<file path="src/rtl/monster_fire_arbiter.sv">
// Purpose : shares the single monster bullet between N_MON monsters, round-robin grant with cooldown.
// Latency : eligible request seen in IDLE at edge k -> fire pulse during cycle k+1.
// Backpres: requests are level-sensitive and are only sampled in IDLE; nothing is queued while busy.
//
// Ports:
//   clk, rst (async active-low)        clock and reset
//   enable                             play-state gate; low forces IDLE and clears counters/ptr/shot count
//   level[2:0]                         0 selects COOL_L1, any other value COOL_L2 (sampled on COOL entry)
//   req[N_MON-1:0]                     per-monster fire request
//   monster_destroyed[N_MON-1:0]       destroyed monsters are never eligible
//   bullet_done                        one-cycle pulse, bullet resolved (only honoured in FLIGHT)
//   fire / fire_id[2:0]                spawn pulse and shooter index (fire_id held until next grant)
//   busy                               high in FIRE, FLIGHT and COOL
//   timeout                            one-cycle pulse when a flight is reclaimed
//   shots_fired[7:0]                   saturating count of fire pulses
module monster_fire_arbiter #(
    parameter int N_MON      = 5,
    parameter int COOL_L1    = 25_000_000,
    parameter int COOL_L2    = 12_500_000,
    parameter int FLIGHT_MAX = 50_000_000
) (
    input  logic             clk,
    input  logic             rst,
    input  logic             enable,
    input  logic [2:0]       level,
    input  logic [N_MON-1:0] req,
    input  logic [N_MON-1:0] monster_destroyed,
    input  logic             bullet_done,
    output logic             fire,
    output logic [2:0]       fire_id,
    output logic             busy,
    output logic             timeout,
    output logic [7:0]       shots_fired
);

    // One-hot state encoding.
    localparam logic [3:0] S_IDLE   = 4'b0001;
    localparam logic [3:0] S_FIRE   = 4'b0010;
    localparam logic [3:0] S_FLIGHT = 4'b0100;
    localparam logic [3:0] S_COOL   = 4'b1000;

    // The FIRE cycle counts as the first flight cycle, so the slot is
    // reclaimed FLIGHT_MAX cycles after the fire pulse.
    localparam logic [25:0] FLIGHT_LAST = 26'(FLIGHT_MAX - 1);

    // Cooldown counter is loaded with length-1 and counts down to 0,
    // giving exactly COOL_Lx cycles in COOL.
    localparam logic [25:0] COOL_LOAD_L1 = 26'(COOL_L1 - 1);
    localparam logic [25:0] COOL_LOAD_L2 = 26'(COOL_L2 - 1);

    localparam logic [2:0] PTR_RESET = 3'(N_MON - 1);

    logic [3:0]       state;
    logic [2:0]       ptr;
    logic [25:0]      flight_cnt;
    logic [25:0]      cool_cnt;

    logic [N_MON-1:0] eligible;
    logic             grant_vld;
    logic [2:0]       grant_id;
    logic             hi_found;
    logic             lo_found;
    logic [2:0]       hi_pick;
    logic [2:0]       lo_pick;
    logic [25:0]      cool_load;

    assign eligible  = req & ~monster_destroyed;
    assign cool_load = (level == 3'd0) ? COOL_LOAD_L1 : COOL_LOAD_L2;

    // Round-robin pick starting after ptr: the lowest eligible index above
    // ptr wins; if there is none, wrap and take the lowest eligible index
    // at or below ptr. Scanning fixed indices keeps the logic a simple
    // pair of priority encoders instead of a rotator.
    always_comb begin
        hi_found = 1'b0;
        lo_found = 1'b0;
        hi_pick  = 3'd0;
        lo_pick  = 3'd0;
        for (int i = 0; i < N_MON; i++) begin
            if (eligible[i] && (3'(i) > ptr) && !hi_found) begin
                hi_found = 1'b1;
                hi_pick  = 3'(i);
            end
            if (eligible[i] && (3'(i) <= ptr) && !lo_found) begin
                lo_found = 1'b1;
                lo_pick  = 3'(i);
            end
        end
        grant_vld = hi_found | lo_found;
        grant_id  = hi_found ? hi_pick : lo_pick;
    end

    // Outputs derived purely from registered state: no input-to-output path.
    assign fire = (state == S_FIRE);
    assign busy = (state == S_FIRE) || (state == S_FLIGHT) || (state == S_COOL);

    always_ff @(posedge clk or negedge rst) begin
        if (!rst) begin
            state       <= S_IDLE;
            ptr         <= PTR_RESET;
            fire_id     <= 3'd0;
            flight_cnt  <= 26'd0;
            cool_cnt    <= 26'd0;
            shots_fired <= 8'd0;
            timeout     <= 1'b0;
        end else if (!enable) begin
            // Leaving play: abandon any bullet and start the next round fresh
            // so the first grant on re-enable goes to monster 0.
            state       <= S_IDLE;
            ptr         <= PTR_RESET;
            flight_cnt  <= 26'd0;
            cool_cnt    <= 26'd0;
            shots_fired <= 8'd0;
            timeout     <= 1'b0;
        end else begin
            timeout <= 1'b0;
            case (state)
                S_IDLE: begin
                    if (grant_vld) begin
                        state      <= S_FIRE;
                        fire_id    <= grant_id;
                        ptr        <= grant_id;
                        flight_cnt <= 26'd0;
                    end
                end

                S_FIRE: begin
                    state      <= S_FLIGHT;
                    flight_cnt <= flight_cnt + 26'd1;
                    if (shots_fired != 8'hFF) begin
                        shots_fired <= shots_fired + 8'd1;
                    end
                end

                S_FLIGHT: begin
                    // A real bullet_done beats the timeout when both land
                    // on the same cycle, so no timeout pulse is raised.
                    if (bullet_done) begin
                        state    <= S_COOL;
                        cool_cnt <= cool_load;
                    end else if (flight_cnt == FLIGHT_LAST) begin
                        state    <= S_COOL;
                        cool_cnt <= cool_load;
                        timeout  <= 1'b1;
                    end else begin
                        flight_cnt <= flight_cnt + 26'd1;
                    end
                end

                S_COOL: begin
                    if (cool_cnt == 26'd0) begin
                        state <= S_IDLE;
                    end else begin
                        cool_cnt <= cool_cnt - 26'd1;
                    end
                end

                default: begin
                    state <= S_IDLE;
                end
            endcase
        end
    end

endmodule

</file>
<file path="config.mk">
export PLATFORM = sky130hd
export DESIGN_NAME = monster_fire_arbiter
export DESIGN_NICKNAME = d
export VERILOG_FILES = /design/src/rtl/monster_fire_arbiter.sv
export SDC_FILE = /design/constraint.sdc
export NUM_CORES = 1
export LEC_CHECK = 0
export BUFFER_PORTS_ARGS = -buffer_cell sky130_fd_sc_hd__buf_2
export CAP_MARGIN = 40
export CORE_MARGIN = 3
export CORE_UTILIZATION = 45
export CTS_CLUSTER_DIAMETER = 100
export DETAILED_ROUTE_END_ITERATION = 10
export SLEW_MARGIN = 20
export SYNTH_ARGS = -nofsm -noshare
export SYNTH_HDL_FRONTEND = slang
export SYNTH_SLANG_ARGS = --single-unit
export TNS_END_PERCENT = 20
</file>
<file path="constraint.sdc">
create_clock -name clk -period 2.1 [get_ports clk]
set_input_delay 0.105 -clock clk [delete_from_list [all_inputs] [get_ports clk]]
set_output_delay 0.105 -clock clk [all_outputs]
set_load 0.005 [all_outputs]
</file>
; After elaboration in Yosys (flattened, before gate mapping)
; Cells that the tools add are included.
[word_totals]
reg_bits = 71
latchBits = 0
mem_bits_rw = 0
romBits = 0
input_bits = 17
word_cells = 123
n_memories = 0
[op_classes]
addsub = 3
mul = 0
div = 0
order_cmp = 10
n_eq_ne = 18
n_shift = 0
n_mux = 46
n_bitwise = 3
n_reduce_logical = 36
[ops]
columns = operator, count
row1 = $mux 26, 8
row2 = $pmux 26 s3, 1
row3 = $pmux 26 s2, 1
row4 = $mux 3, 10
row5 = $add 26x1->26 const B, 1
row6 = $eq 26x26->1 const B, 1
row7 = $logic_not 26->1, 1
row8 = $sub 26x1->26 const B, 1
row9 = $mux 25, 1
row10 = $mux 8, 3
row11 = $mux 4, 5
row12 = $logic_and 1x1->1, 18
row13 = $mux 1, 16
row14 = $pmux 4 s4, 1
row15 = $ne 3x3->1 const B, 4
row16 = $reduce_and 3->1, 3
row17 = $add 8x1->8 const B, 1
row18 = $logic_not 1->1, 8
row19 = $ne 2x1->1 const B, 4
row20 = $ne 8x8->1 const B, 1
row21 = $gt 1x3->1 const A, 2
row22 = $gt 2x3->1 const A, 2
row23 = $le 1x3->1 const A, 2
row24 = $le 2x3->1 const A, 2
row25 = 17 further kinds, 19

; Logic depth before layout (Yosys ltp)
[logic_depth]
ltp_word = 20
ltp_mapped = 9
mapped_depth_nobuf = 9

; Worst setup path before layout
; No wires, ideal clock.
[synth_path]
path_type = register to register
startpoint = register state[1]
endpoint = register flight_cnt[12]
setup_ns = 0.136
arrival_ns = 2.083
setup_slack_ns = -0.119
stages_incl_launch_ff = 10
path_cell_list = dfrtp_1 > buf_6 > or4b_4 > nor2_2 > a21bo_1 > and3b_1 > buf_6 > buf_6 > o311ai_1 > o41ai_1
[synth_via]
elab_chain_len = 3
[synth_lines]
columns = item, line_no
row1 = from (decl), 53  ; logic [3:0] state;
row2 = from (signal assigned), 99  ; state <= S_IDLE;
row3 = from (signal assigned), 109  ; state <= S_IDLE;
row4 = from (signal assigned), 120  ; state <= S_FIRE;
row5 = $eq 4x2->1 (tied with other cells), 117  ; case (state)
row6 = $ne 4x1->1 (no source line) (tied with other cells), n/a
row7 = $reduce_and 4->1 (no source line) / $mux 26 (equally long branches), n/a
row8 = to (signal assigned), 129  ; flight_cnt <= flight_cnt + 26'd1;
row9 = to (signal assigned), 146  ; flight_cnt <= flight_cnt + 26'd1;
row10 = to (decl), 55  ; logic [25:0] flight_cnt;
; Parallel ways exist; a longest one is shown, timed or not.
; A chain may end at the register's enable or synchronous reset.

; Worst setup path in the final report
[layout_path]
startpoint = register state[0]
endpoint = register flight_cnt[13]
; The elaborated chain is that of the path after synthesis.

==> reports/qor.yml <==
fin_crit_ps: 2216
critPathMaxStageDelay_ps: 630
hold_class: "in -> reg"
synth.most_common_cell: "dfrtp_1"
cp_slowest_cell: "or4b_2"
h-tree-depth: 3
cts_buffers: 9
synth_cell_types: 69
cts_root_buffer: "clkbuf_8"
cts_tree: "done"
layout-drive-gt1-share: 0.3517
area_growth_syn_to_layout_pct: 36.72
first_global_vias: 4473
syn_inst: 507
critPathKind: "reg -> reg"
setup_slack_ps: -116.2
vias: 4586
crit_arrival_ps: 2490
violations: "setup timing"
die_h_um: 105.0
coreArea_mm2: 0.009371
portBuffers: 30
fin_skew_ps: 9.162
dp_cells: 734
clock_latency_ps: 350
slew_violations: 0
syn-num-nets: 528
yosys_register_bits: 71
synth_area_mm2: 0.004413
grt_pass1_wl_um: 21150
grt_max_degree: 44
endpoint_kind: "register"
antenna_cells: 0
postRouteWirelength_um: 12970
synthArstFlopShare: 1.000
hold_viol: 0
rsz0062_at_grt: "yes"
dp_slack_ps: -186.9
irDropWorstVdd_mv: 0.4217
power.total_mw: 3.795
leakage_nw: 2.726
synth_top_area_frac: 0.3913
dieArea_mm2: 0.01103
die_w_um: 105.0
overflow: 0
gp_congestion: 0.9385
clock-sinks: 71
yosysWarnings: 0
ant_nets: 0
period_share: 1.055
power_density_mw_per_mm2: 629.0
crit_path_start_kind: "register"
ys_top_cells_by_area: "dfrtp_1 39%, o21ai_0 3.7%, nand2_1 3.7%, nor2_1 3.4%, o311ai_1 3.0%"
grtUsageTotal: 0.2317
drt_iter0_drc: 243
wl_per_cell_um: 16.99
crit_chain: "or4b_2, and3b_1, buf_12, or3_1, a22oi_1"
synth_edf_count: 0
outcome: "complete, but fails checks"
initial_core_util: 0.4709
ys.flop_type: "dfrtp_1"
critical_path.top_delay_family: "simple AND/OR/NAND/NOR gates"
nets: 650
antenna_found_initial: 0
drv_cap: 0
synth_common_cells: "69 x dfrtp_1, 43 x nand2_1, 40 x nor2_1"
stdcell_count: 763
synth-seq-area-share: 0.4032
viasPerCell: 6.010
crit_required_ps: 2370
cts_max_path_buffers: 2
tns_ps: -928.3
firstDrtPassIters: 5
clkTransAtPathRegs_ps: 80
fp-row-count: 35
drc_errors: 0
ioPinCount: 31
crit_fanout: 26
place_area_mm2: 0.005384
fmax_ghz: 0.4512
max_slew.worst_pin.slew_ps: 589.2
relSlewSlack: 0.6072
final_cell_area_mm2: 0.006033
critPathBufInv: 1
setup_violations: 27
yosys.area.top_type: "dfrtp_1"
synth.avg_cell_area_um2: 8.704
hpwl_um: 8881
-- sequential cells by signal (all words and copies together) (netlist names) --
register and cells:
cool_cnt 26, ptr 3, fire_id 3, state 4, shots_fired 8, flight_cnt 26
timeout 1
-- metrics by stage --
step,utilization,hold slack (ps)
final,0.6438,93.82
after global routing,0.6438,146.8
after CTS,0.6117,87.83
after detailed placement,0.5745,146.2
after global placement,0.5745,141.5
after floorplan,-,-190.6
-- worst min-delay path: cells and delay by family --
family | cells | cell delay, ps
AOI/OAI and AO/OA | 1 | 60
buffers and inverters | 1 | 90
and+or+nand+nor | 2 | 150
-- layer usage --
metal	routed length [um]	GRT usage	up-vias
li1	-	-	2200
met1	5667	0.3034	2263
met2	6486	0.3918	93
met3	462	0.02656	30
met4	348	0.08903	0
met5	0	0	-
-- what timing repair did --
item                                    in CTS  in global routing
pin swaps                                    2                 28
buffers inserted                             6                  6
endpoints found under the setup margin      45                 60
hold buffers                                 1                  0
gates resized for setup                     22                 65
endpoints found under the hold margin       42                  0
-- cell usage in the layout, fill, tap and decap left out, types with 11 or more instances in the layout --
cell | netlist | layout
inv_1 | 13 | 11
o311ai_1 | 15 | 21
nor2_1 | 40 | 39
nor3_1 | 20 | 11
buf_4 | 2 | 97
dfrtp_1 | 69 | 69
a31oi_1 | 15 | 15
a21oi_1 | 25 | 17
and3_1 | 15 | 12
nand2_1 | 43 | 42
o21ai_0 | 33 | 22
buf_6 | 4 | 15
buf_2 | 5 | 28
nand3_1 | 23 | 20
-- worst paths after layout --
check / slack, ps / start / endpoint / cells after the start
setup / recovery: -120 / state[0] / flight_cnt[13] / 5
hold / removal: 90 / monster_destroyed[4] / fire_id[2] / 4
setup reg to reg: -120 / state[0] / flight_cnt[13] / 5
hold reg to reg: 500 / flight_cnt[25] / flight_cnt[25] / 1
max in group asynchronous: 1170 / rst / ptr[2] / 3
min in group asynchronous: 290 / rst / cool_cnt[1] / 2
-- final cells by class --
| cell class | count | area, um2 |
|---|---|---|
| flip-flops and latches | 71 | 1779 |
| clock inverters | 6 | 83.83 |
| multi-input cells | 389 | 2695 |
| clock buffers | 10 | 137.6 |
| fillers | 822 | 3338 |
| repair buffers | 145 | 1127 |
| well taps | 129 | 161.4 |
| inverters | 13 | 48.80 |
-- kinds of logic after synthesis --
group | count (synthesis) | share of synthesized area
compound gates | 159 | 0.2481
mux | 4 | 0.009356
xor+xnor | 6 | 0.01191
flops | 71 | 0.4032
simple gates | 216 | 0.2659
buf+inv | 47 | 0.05018
fa+ha+maj | 4 | 0.01134
-- where the power goes --
group	switching [mW]	internal, mW
clock network	0.546	0.697
registers	0.0648	1.44
logic	0.555	0.495
(Power assumes the default switching activity.)
